File: src/rtl/fifo_pkg.sv
// Shared definitions for the FIFO read-side streamer.
// Holds the output-buffer state encoding and the default widths used by
// fifo_rd_streamer and fifo_skid_buf.
package fifo_pkg;

  // Buffer occupancy state; the encoding equals the number of held words.
  typedef enum logic [1:0] {
    ST_EMPTY = 2'd0,
    ST_ONE   = 2'd1,
    ST_TWO   = 2'd2
  } buf_state_e;

  localparam int DEF_DATA_WIDTH = 8;
  localparam int DEF_CNT_WIDTH  = 16;

endpackage

File: src/rtl/fifo_skid_buf.sv
// Two-entry output buffer (head/tail) feeding a valid/ready stream.
// Ports:
//   clk, rst_n      clock and synchronous active-low reset
//   flush           drop all buffered words at the next edge
//   push, push_data word captured from the FIFO read path this cycle
//   ready           downstream ready
//   valid, data     registered stream outputs (data is the head entry)
//   occ             current occupancy (0..2)
//
// state    | meaning
// ---------+------------------------------------------
// ST_EMPTY | no word held, valid low
// ST_ONE   | head holds the next word to present
// ST_TWO   | head presented, tail holds the following word
module fifo_skid_buf
  import fifo_pkg::*;
#(
  parameter int DATA_WIDTH = DEF_DATA_WIDTH
) (
  input  logic                  clk,
  input  logic                  rst_n,
  input  logic                  flush,
  input  logic                  push,
  input  logic [DATA_WIDTH-1:0] push_data,
  input  logic                  ready,
  output logic                  valid,
  output logic [DATA_WIDTH-1:0] data,
  output logic [1:0]            occ
);

  buf_state_e            state_q, state_d;
  logic [DATA_WIDTH-1:0] head_q, head_d;
  logic [DATA_WIDTH-1:0] tail_q, tail_d;
  logic                  valid_q, valid_d;
  logic                  pop;

  assign pop = valid_q & ready;

  always_comb begin
    state_d = state_q;
    head_d  = head_q;
    tail_d  = tail_q;
    case (state_q)
      ST_EMPTY: begin
        if (push) begin
          head_d  = push_data;
          state_d = ST_ONE;
        end
      end
      ST_ONE: begin
        case ({push, pop})
          2'b11: head_d = push_data;
          2'b10: begin
            tail_d  = push_data;
            state_d = ST_TWO;
          end
          2'b01: state_d = ST_EMPTY;
          default: ;
        endcase
      end
      ST_TWO: begin
        // A push without a pop cannot arrive here: the issue logic never
        // lets occupancy plus the in-flight read exceed two.
        if (pop) begin
          head_d  = tail_q;
          state_d = ST_ONE;
          if (push) begin
            tail_d  = push_data;
            state_d = ST_TWO;
          end
        end
      end
      default: state_d = ST_EMPTY;
    endcase
    if (flush) begin
      state_d = ST_EMPTY;
    end
    valid_d = (state_d != ST_EMPTY);
  end

  always_ff @(posedge clk) begin
    if (!rst_n) begin
      state_q <= ST_EMPTY;
      head_q  <= '0;
      tail_q  <= '0;
      valid_q <= 1'b0;
    end else begin
      state_q <= state_d;
      head_q  <= head_d;
      tail_q  <= tail_d;
      valid_q <= valid_d;
    end
  end

  assign valid = valid_q;
  assign data  = head_q;
  assign occ   = state_q;

endmodule

File: src/rtl/fifo_rd_streamer.sv
// Read-side consumer for the async FIFO, running in the read clock domain.
// Issues FIFO reads, absorbs the one-cycle registered read latency in a
// two-entry buffer and presents the words as a valid/ready stream.
// Ports:
//   rclk, r_rstn  read clock, synchronous active-low reset
//   fifo_empty    FIFO empty flag
//   fifo_re       FIFO read enable (combinational)
//   fifo_rdata    FIFO data, valid the cycle after an accepted read
//   m_valid, m_ready, m_data  output stream
//   flush         discard buffered and in-flight words
//   xfer_cnt      wrapping count of stream transfers (not cleared by flush)
//   busy          a word is buffered or in flight
module fifo_rd_streamer
  import fifo_pkg::*;
#(
  parameter int DATA_WIDTH = DEF_DATA_WIDTH,
  parameter int CNT_WIDTH  = DEF_CNT_WIDTH
) (
  input  logic                  rclk,
  input  logic                  r_rstn,
  input  logic                  fifo_empty,
  output logic                  fifo_re,
  input  logic [DATA_WIDTH-1:0] fifo_rdata,
  output logic                  m_valid,
  input  logic                  m_ready,
  output logic [DATA_WIDTH-1:0] m_data,
  input  logic                  flush,
  output logic [CNT_WIDTH-1:0]  xfer_cnt,
  output logic                  busy
);

  logic                 inflight_q, inflight_d;
  logic [CNT_WIDTH-1:0] xfer_cnt_q, xfer_cnt_d;
  logic                 pop;
  logic                 capture;
  logic [1:0]           occ;
  logic [2:0]           pending;

  assign pop = m_valid & m_ready;

  // Slots committed after this edge. Counting the pop here (a combinational
  // path from m_ready) lets a full buffer issue a read in the same cycle it
  // drains, which is what sustains one word per cycle.
  assign pending = {1'b0, occ} + {2'b0, inflight_q} - {2'b0, pop};

  assign fifo_re = r_rstn & ~flush & ~fifo_empty & (pending < 3'd2);

  // A word arriving during a flush belongs to the discarded stream.
  assign capture = inflight_q & ~flush;

  always_comb begin
    inflight_d = fifo_re;
    xfer_cnt_d = xfer_cnt_q + {{(CNT_WIDTH-1){1'b0}}, pop};
  end

  always_ff @(posedge rclk) begin
    if (!r_rstn) begin
      inflight_q <= 1'b0;
      xfer_cnt_q <= '0;
    end else begin
      inflight_q <= inflight_d;
      xfer_cnt_q <= xfer_cnt_d;
    end
  end

  fifo_skid_buf #(
    .DATA_WIDTH (DATA_WIDTH)
  ) u_skid_buf (
    .clk       (rclk),
    .rst_n     (r_rstn),
    .flush     (flush),
    .push      (capture),
    .push_data (fifo_rdata),
    .ready     (m_ready),
    .valid     (m_valid),
    .data      (m_data),
    .occ       (occ)
  );

  assign xfer_cnt = xfer_cnt_q;
  assign busy     = (occ != 2'd0) | inflight_q;

endmodule
File: config.mk
export PLATFORM = sky130hd
export DESIGN_NAME = fifo_rd_streamer
export DESIGN_NICKNAME = d
export VERILOG_FILES = /design/src/rtl/fifo_pkg.sv /design/src/rtl/fifo_skid_buf.sv /design/src/rtl/fifo_rd_streamer.sv
export SDC_FILE = /design/constraint.sdc
export NUM_CORES = 1
export LEC_CHECK = 0
export BUFFER_PORTS_ARGS = -buffer_cell sky130_fd_sc_hd__buf_2
export CORE_ASPECT_RATIO = 1.4
export CORE_MARGIN = 2
export CORE_UTILIZATION = 57
export DETAILED_ROUTE_END_ITERATION = 6
export PLACE_DENSITY_LB_ADDON = 0.25
export SKIP_CTS_REPAIR_TIMING = 1
export SYNTH_ARGS = -nofsm -noshare
export SYNTH_HDL_FRONTEND = slang
export SYNTH_HIERARCHICAL = 1
export SYNTH_SLANG_ARGS = --single-unit
File: constraint.sdc
create_clock -name rclk -period 5.4 [get_ports rclk]
set_input_delay 1.08 -clock rclk [delete_from_list [all_inputs] [get_ports rclk]]
set_output_delay 1.08 -clock rclk [all_outputs]
set_load 0.02 [all_outputs]
# Yosys cells after proc, flatten, opt, wreduce, memory -nomap -nowiden
# Index checks and enable logic that the tools add are counted.
totals:
  register_bits: 36
  elab_cells: 48
classes:
  add_sub_neg: 3
  magnitude_cmp: 1
  n_eq_ne: 10
  mux: 13
  bitwise: 8
  n_reduce_logical: 7
op_table:
  columns: ["cell", "count"]
  rows:
  - ["8-bit two-way mux", 5]
  - ["8-bit one-hot mux with 3 select lines", 1]
  - ["16-bit by 1-bit adder with 16-bit output", 1]
  - ["8-bit one-hot mux with 2 select lines", 1]
  - ["2-bit two-way mux", 4]
  - ["4-bit AND reduction", 2]
  - ["2-bit == test (second input constant)", 3]
  - ["2-bit by 1-bit inequality test with 1-bit output (second input constant)", 3]
  - ["2-bit one-hot mux with 3 select lines", 1]
  - ["2-bit nonzero test", 3]
  - ["1-bit AND", 5]
  - ["2-bit by 1-bit == test with 1-bit output (second input constant)", 2]
  - ["2-bit inequality test (second input constant)", 2]
  - ["2-bit one-hot mux with 2 select lines", 1]
  - ["2-bit by 1-bit adder with 3-bit output", 1]
  - ["3-bit by 2-bit < comparator with 1-bit output (second input constant)", 1]
  - ["3-bit nonzero test", 1]
  - ["3-bit by 1-bit subtractor with 3-bit output", 1]
  - ["2-bit logical NOT", 1]
  - ["1-bit inverter", 2]
  - ["1-bit OR", 1]

# Depth between registers and ports, before layout
depth:
  word_depth: 7
  mapped_depth: 8

# Hierarchy
# The synthesis kept the hierarchy.
by_module_without_submodules:
  columns: ["mod", "n_inst", "cells_per_inst", "area_each_um2", "seq_area_each_um2"]
  rows:
  - ["fifo_skid_buf", 1, 98, 991.0, 380.4]
  - ["fifo_rd_streamer", 1, 93, 838.3, 340.3]

# Worst setup path before layout
# OpenSTA, ideal clock, no wires.
synth_timing:
  path_kind: "input to output"
  start: "input port m_ready"
  end: "output port fifo_re"
  arrival_time_ns: 2.839
  required_time_ns: 4.320
  setup_slack_ns: 1.481
  stages: 6
  n_path_buf: 0
  path_cell_list: "and2_1 -> ha_1 -> nand2b_1 -> fa_1 -> nand2b_1 -> nor4_1"
synth_via:
  elab_chain_len: 4
synth_lines:
  columns: ["item", "line", "text"]
  rows:
  - ["start, declared", "fifo_rd_streamer.sv:25", "input logic m_ready,"]
  - ["1-bit AND", "fifo_rd_streamer.sv:39", "assign pop = m_valid & m_ready;"]
  - ["3-bit by 1-bit subtractor with 3-bit output", "fifo_rd_streamer.sv:44", "assign pending = {1'b0, occ} + {2'b0, inflight_q} - {2'b0, pop};"]
  - ["3-bit by 2-bit < comparator with 1-bit output", "fifo_rd_streamer.sv:46", "assign fifo_re = r_rstn & ~flush & ~fifo_empty & (pending < 3'd2);"]
  - ["1-bit AND", "fifo_rd_streamer.sv:46", null]
  - ["end, declared", "fifo_rd_streamer.sv:22", "output logic fifo_re,"]
# No other way between the ends.

# Worst setup path after layout
# Ends and elaborated chain as after synthesis.

==> impl_metrics.env <==
export IMPL_synth_area_um2=1829
export IMPL_peakVddDrop_uv=207.5
export IMPL_clock_latency_ns=0.28
export IMPL_drtIter0Drc=45
export IMPL_use_met1_pct=27.36
export IMPL_skew_ns=0.002023
export IMPL_grt_pass1_wl_mm=6.831
export IMPL_worstMarginPinSlew_ns=0.6572
export IMPL_cts_tree="done"
export IMPL_die_y_um=71.03
export IMPL_cp_startpoint="m_ready"
export IMPL_regToRegEndpoint="u_skid_buf/data[7]"
export IMPL_die_w_um=51.88
export IMPL_synth_warnings=6
export IMPL_rr_startpoint="inflight_q"
export IMPL_p_clk_share_pct=40.2
export IMPL_place_hpwl_mm=3.037
export IMPL_wl_per_cell_um=15.50
export IMPL_slew_viol_final=0
export IMPL_yosysSeqAreaShare_pct=39.40
export IMPL_p_leak_nw=0.9854
export IMPL_yosysUniqueCellTypes=37
export IMPL_stdcell_area_um2=2110
export IMPL_r2r_setup_slack_ns=3.09
export IMPL_grt_use_met2_pct=41.77
export IMPL_grtUsageTotal_pct=24.33
export IMPL_clk_pin_slew_ns=0.07
export IMPL_setup_slack_ns=1.562
export IMPL_critPathMaxFanout=3
export IMPL_status="finished, final reports clean"
export IMPL_grt_max_degree=30
export IMPL_drc=0
export IMPL_core_rowCount=24
export IMPL_cp_required_ns=4.32
export IMPL_n_fill_cell=244
export IMPL_placed_cell_area_um2=2013
export IMPL_power_density_nw_per_um2=241.5
export IMPL_period_share_pct=71.07
export IMPL_hold_slack_ns=0.4651
export IMPL_fmax_mhz=260.6
export IMPL_period_minus_slack_ns=3.838
export IMPL_switching_power_mw=0.1150
export IMPL_syn2layout_area_growth_pct=15.32
export IMPL_nNetsFinal=247
export IMPL_gp_congestion=0.8253
export IMPL_hold_class="reg2reg"
export IMPL_pre_cts_ws_ns=1.552
export IMPL_core_um2=3093
export IMPL_cap_viol_max_count=0
export IMPL_setup_viol=0
export IMPL_p_seq_share_pct=53.0
export IMPL_ctsHtreeMaxLevel=2
export IMPL_vias_per_cell=5.933
export IMPL_avgSynthCellArea_um2=9.577
export IMPL_dr_pass1_iters=4
export IMPL_clock_sinks=36
export IMPL_multi_input_area_um2=1015
export IMPL_busiest_layer="met2"
export IMPL_port_buffers=39
export IMPL_grt_pass1_vias=1539
export IMPL_start_util_pct=59.14
export IMPL_ant_nets=0
export IMPL_critPathKind="in2out"
export IMPL_fin_setup_tns_ns=0
export IMPL_endpoint_kind="output port"
export IMPL_drive_above_1_share_pct=27.19
export IMPL_dieArea_um2=3685
export IMPL_max_slew_margin_pct=56.10
export IMPL_antennaDiodeCount=0
export IMPL_grtUsageMet3_pct=6.329
export IMPL_syn_num_nets=210
export IMPL_ios=40
export IMPL_p_int_mw=0.3944
export IMPL_ys_ff_latch=36
export IMPL_combPwrFrac_pct=6.9
export IMPL_hold_viol_final=0
export IMPL_critPathLaunchType="input port"
export IMPL_antenna_found_initial=0
export IMPL_grt_overflow_total=0
export IMPL_synthCells=191
export IMPL_cts_buffers=5
export IMPL_drt_wl_total_mm=4.138
export IMPL_swShare_pct=22.57
export IMPL_vias=1584
export IMPL_cts_root_buf="clkbuf_8"
export IMPL_rsz0062_at_grt="false"
export IMPL_cts_buffer_depth=2
export IMPL_endpoint="fifo_re"
export IMPL_r2r_cells=4
export IMPL_crit_arrival_ns=2.76
export IMPL_seq_area_um2=720.7
-- worst max-delay path, stage by stage --
cell and delay, ns:
buf_2 0.12, and2_1 0.16, ha_1 0.27, nand2b_1 0.16, fa_1 0.48, nand2b_1 0.07
nor4_1 0.21, buf_2 0.21
-- cell type report --
type                    instances  area share [%]
multi-input cells             137           48.10
flip-flops and latches         36           34.16
repair buffers                 39           9.253
clock buffers                   7           4.567
well taps                      39           2.313
inverters                       9           1.601
-- kinds of logic (layout without fill, tap and decap cells) --
kind of cell | after synthesis | count (layout) | synth area share [%]
AOI/OAI and AO/OA | 29 | 29 | 13.48
xor gates and xnor gates | 4 | 4 | 1.916
adders and majority gates | 6 | 6 | 4.514
buffers and inverters | 18 | 55 | 5.129
DFF | 36 | 36 | 39.40
muxes | 20 | 20 | 10.94
and+or+nand+nor | 78 | 78 | 24.62
-- registers in the layout (all words and copies together), names as in the netlist --
register / count
inflight_q: 1
u_skid_buf/data: 8
u_skid_buf/occ: 2
u_skid_buf/tail_q: 8
u_skid_buf/valid: 1
xfer_cnt: 16
-- how the worst min path moves through the flow --
stage | start | to | slack (ns) | cells past startpoint
6_report | u_skid_buf/tail_q[4] | u_skid_buf/tail_q[4] | 0.47 | 2
5_1_grt | xfer_cnt[15] | xfer_cnt[15] | 0.51 | 2
4_1_cts | u_skid_buf/tail_q[4] | u_skid_buf/tail_q[4] | 0.47 | 2
3_5_place_dp | u_skid_buf/tail_q[4] | u_skid_buf/tail_q[4] | 0.46 | 2
3_3_place_gp | u_skid_buf/tail_q[5] | u_skid_buf/tail_q[5] | 0.45 | 2
2_1_floorplan | u_skid_buf/tail_q[0] | u_skid_buf/tail_q[0] | 0.44 | 2
-- power by group through the flow --
| stage | clock network (mW) | registers [mW] | logic, mW |
|---|---|---|---|
| after CTS | 0.209 | 0.270 | 0.0347 |
| after global placement | 0 | 0.276 | 0.0328 |
| after detailed placement | 0 | 0.276 | 0.0346 |
| after floorplan | 0 | 0.278 | 0.0204 |
| after global routing | 0.219 | 0.270 | 0.0381 |
| final | 0.205 | 0.270 | 0.0349 |
-- metal layers --
layer  wire length [µm]  up-vias
met4                 87        0
li1                   -      764
met1               1621      751
met3                211       10
met5                  0        -
met2               2216       59
-- cells in the final DEF, fill, tap and decap left out, types with 5 or more instances in the layout --
| cell | count |
|---|---|
| clkbuf_8 | 7 |
| a211oi_2 | 8 |
| ha_1 | 5 |
| nor4_1 | 14 |
| mux2i_1 | 20 |
| or3_1 | 5 |
| a21oi_1 | 9 |
| nand2_1 | 26 |
| nand2b_1 | 6 |
| dfxtp_1 | 36 |
| inv_1 | 9 |
| buf_2 | 39 |
-- per-stage QoR --
stage	util (%)	instances	power (mW)
final	68.20	267	0.5094
after global routing	68.20	267	0.5275
after CTS	68.20	267	0.5130
after detailed placement	65.09	260	0.3105
after global placement	65.09	260	0.3086
after floorplan	-	191	0.2988
-- cells in the mapped netlist, drive strengths merged --
cell    instances  share of area [%]
and3b           1               0.48
nand3           5                1.6
nor3            1               0.27
and4b           1               0.75
xnor2           1               0.48
o21bai          1               0.41
nor3b           1               0.68
dfxtp          36                 39
o31ai           4                1.6
buf             5                2.5
nand2          26                5.3
a221oi          1               0.48
nor4           14                4.8
clkbuf          4               0.82
a21oi           9                2.5
o21ai           4                1.1
nand4           5                2.4
and2            3                1.0
or4             4                1.6
a211oi          9                5.9
inv             9                1.8
nor2b           1               0.34
nor2            3               0.62
xor2            3                1.4
fa              1                1.1
or3             6                2.1
mux2i          20                 11
ha              5                3.4
or2b            1               0.48
a32oi           1                1.5
nand2b          6                2.1
(Power assumes the default switching activity.)
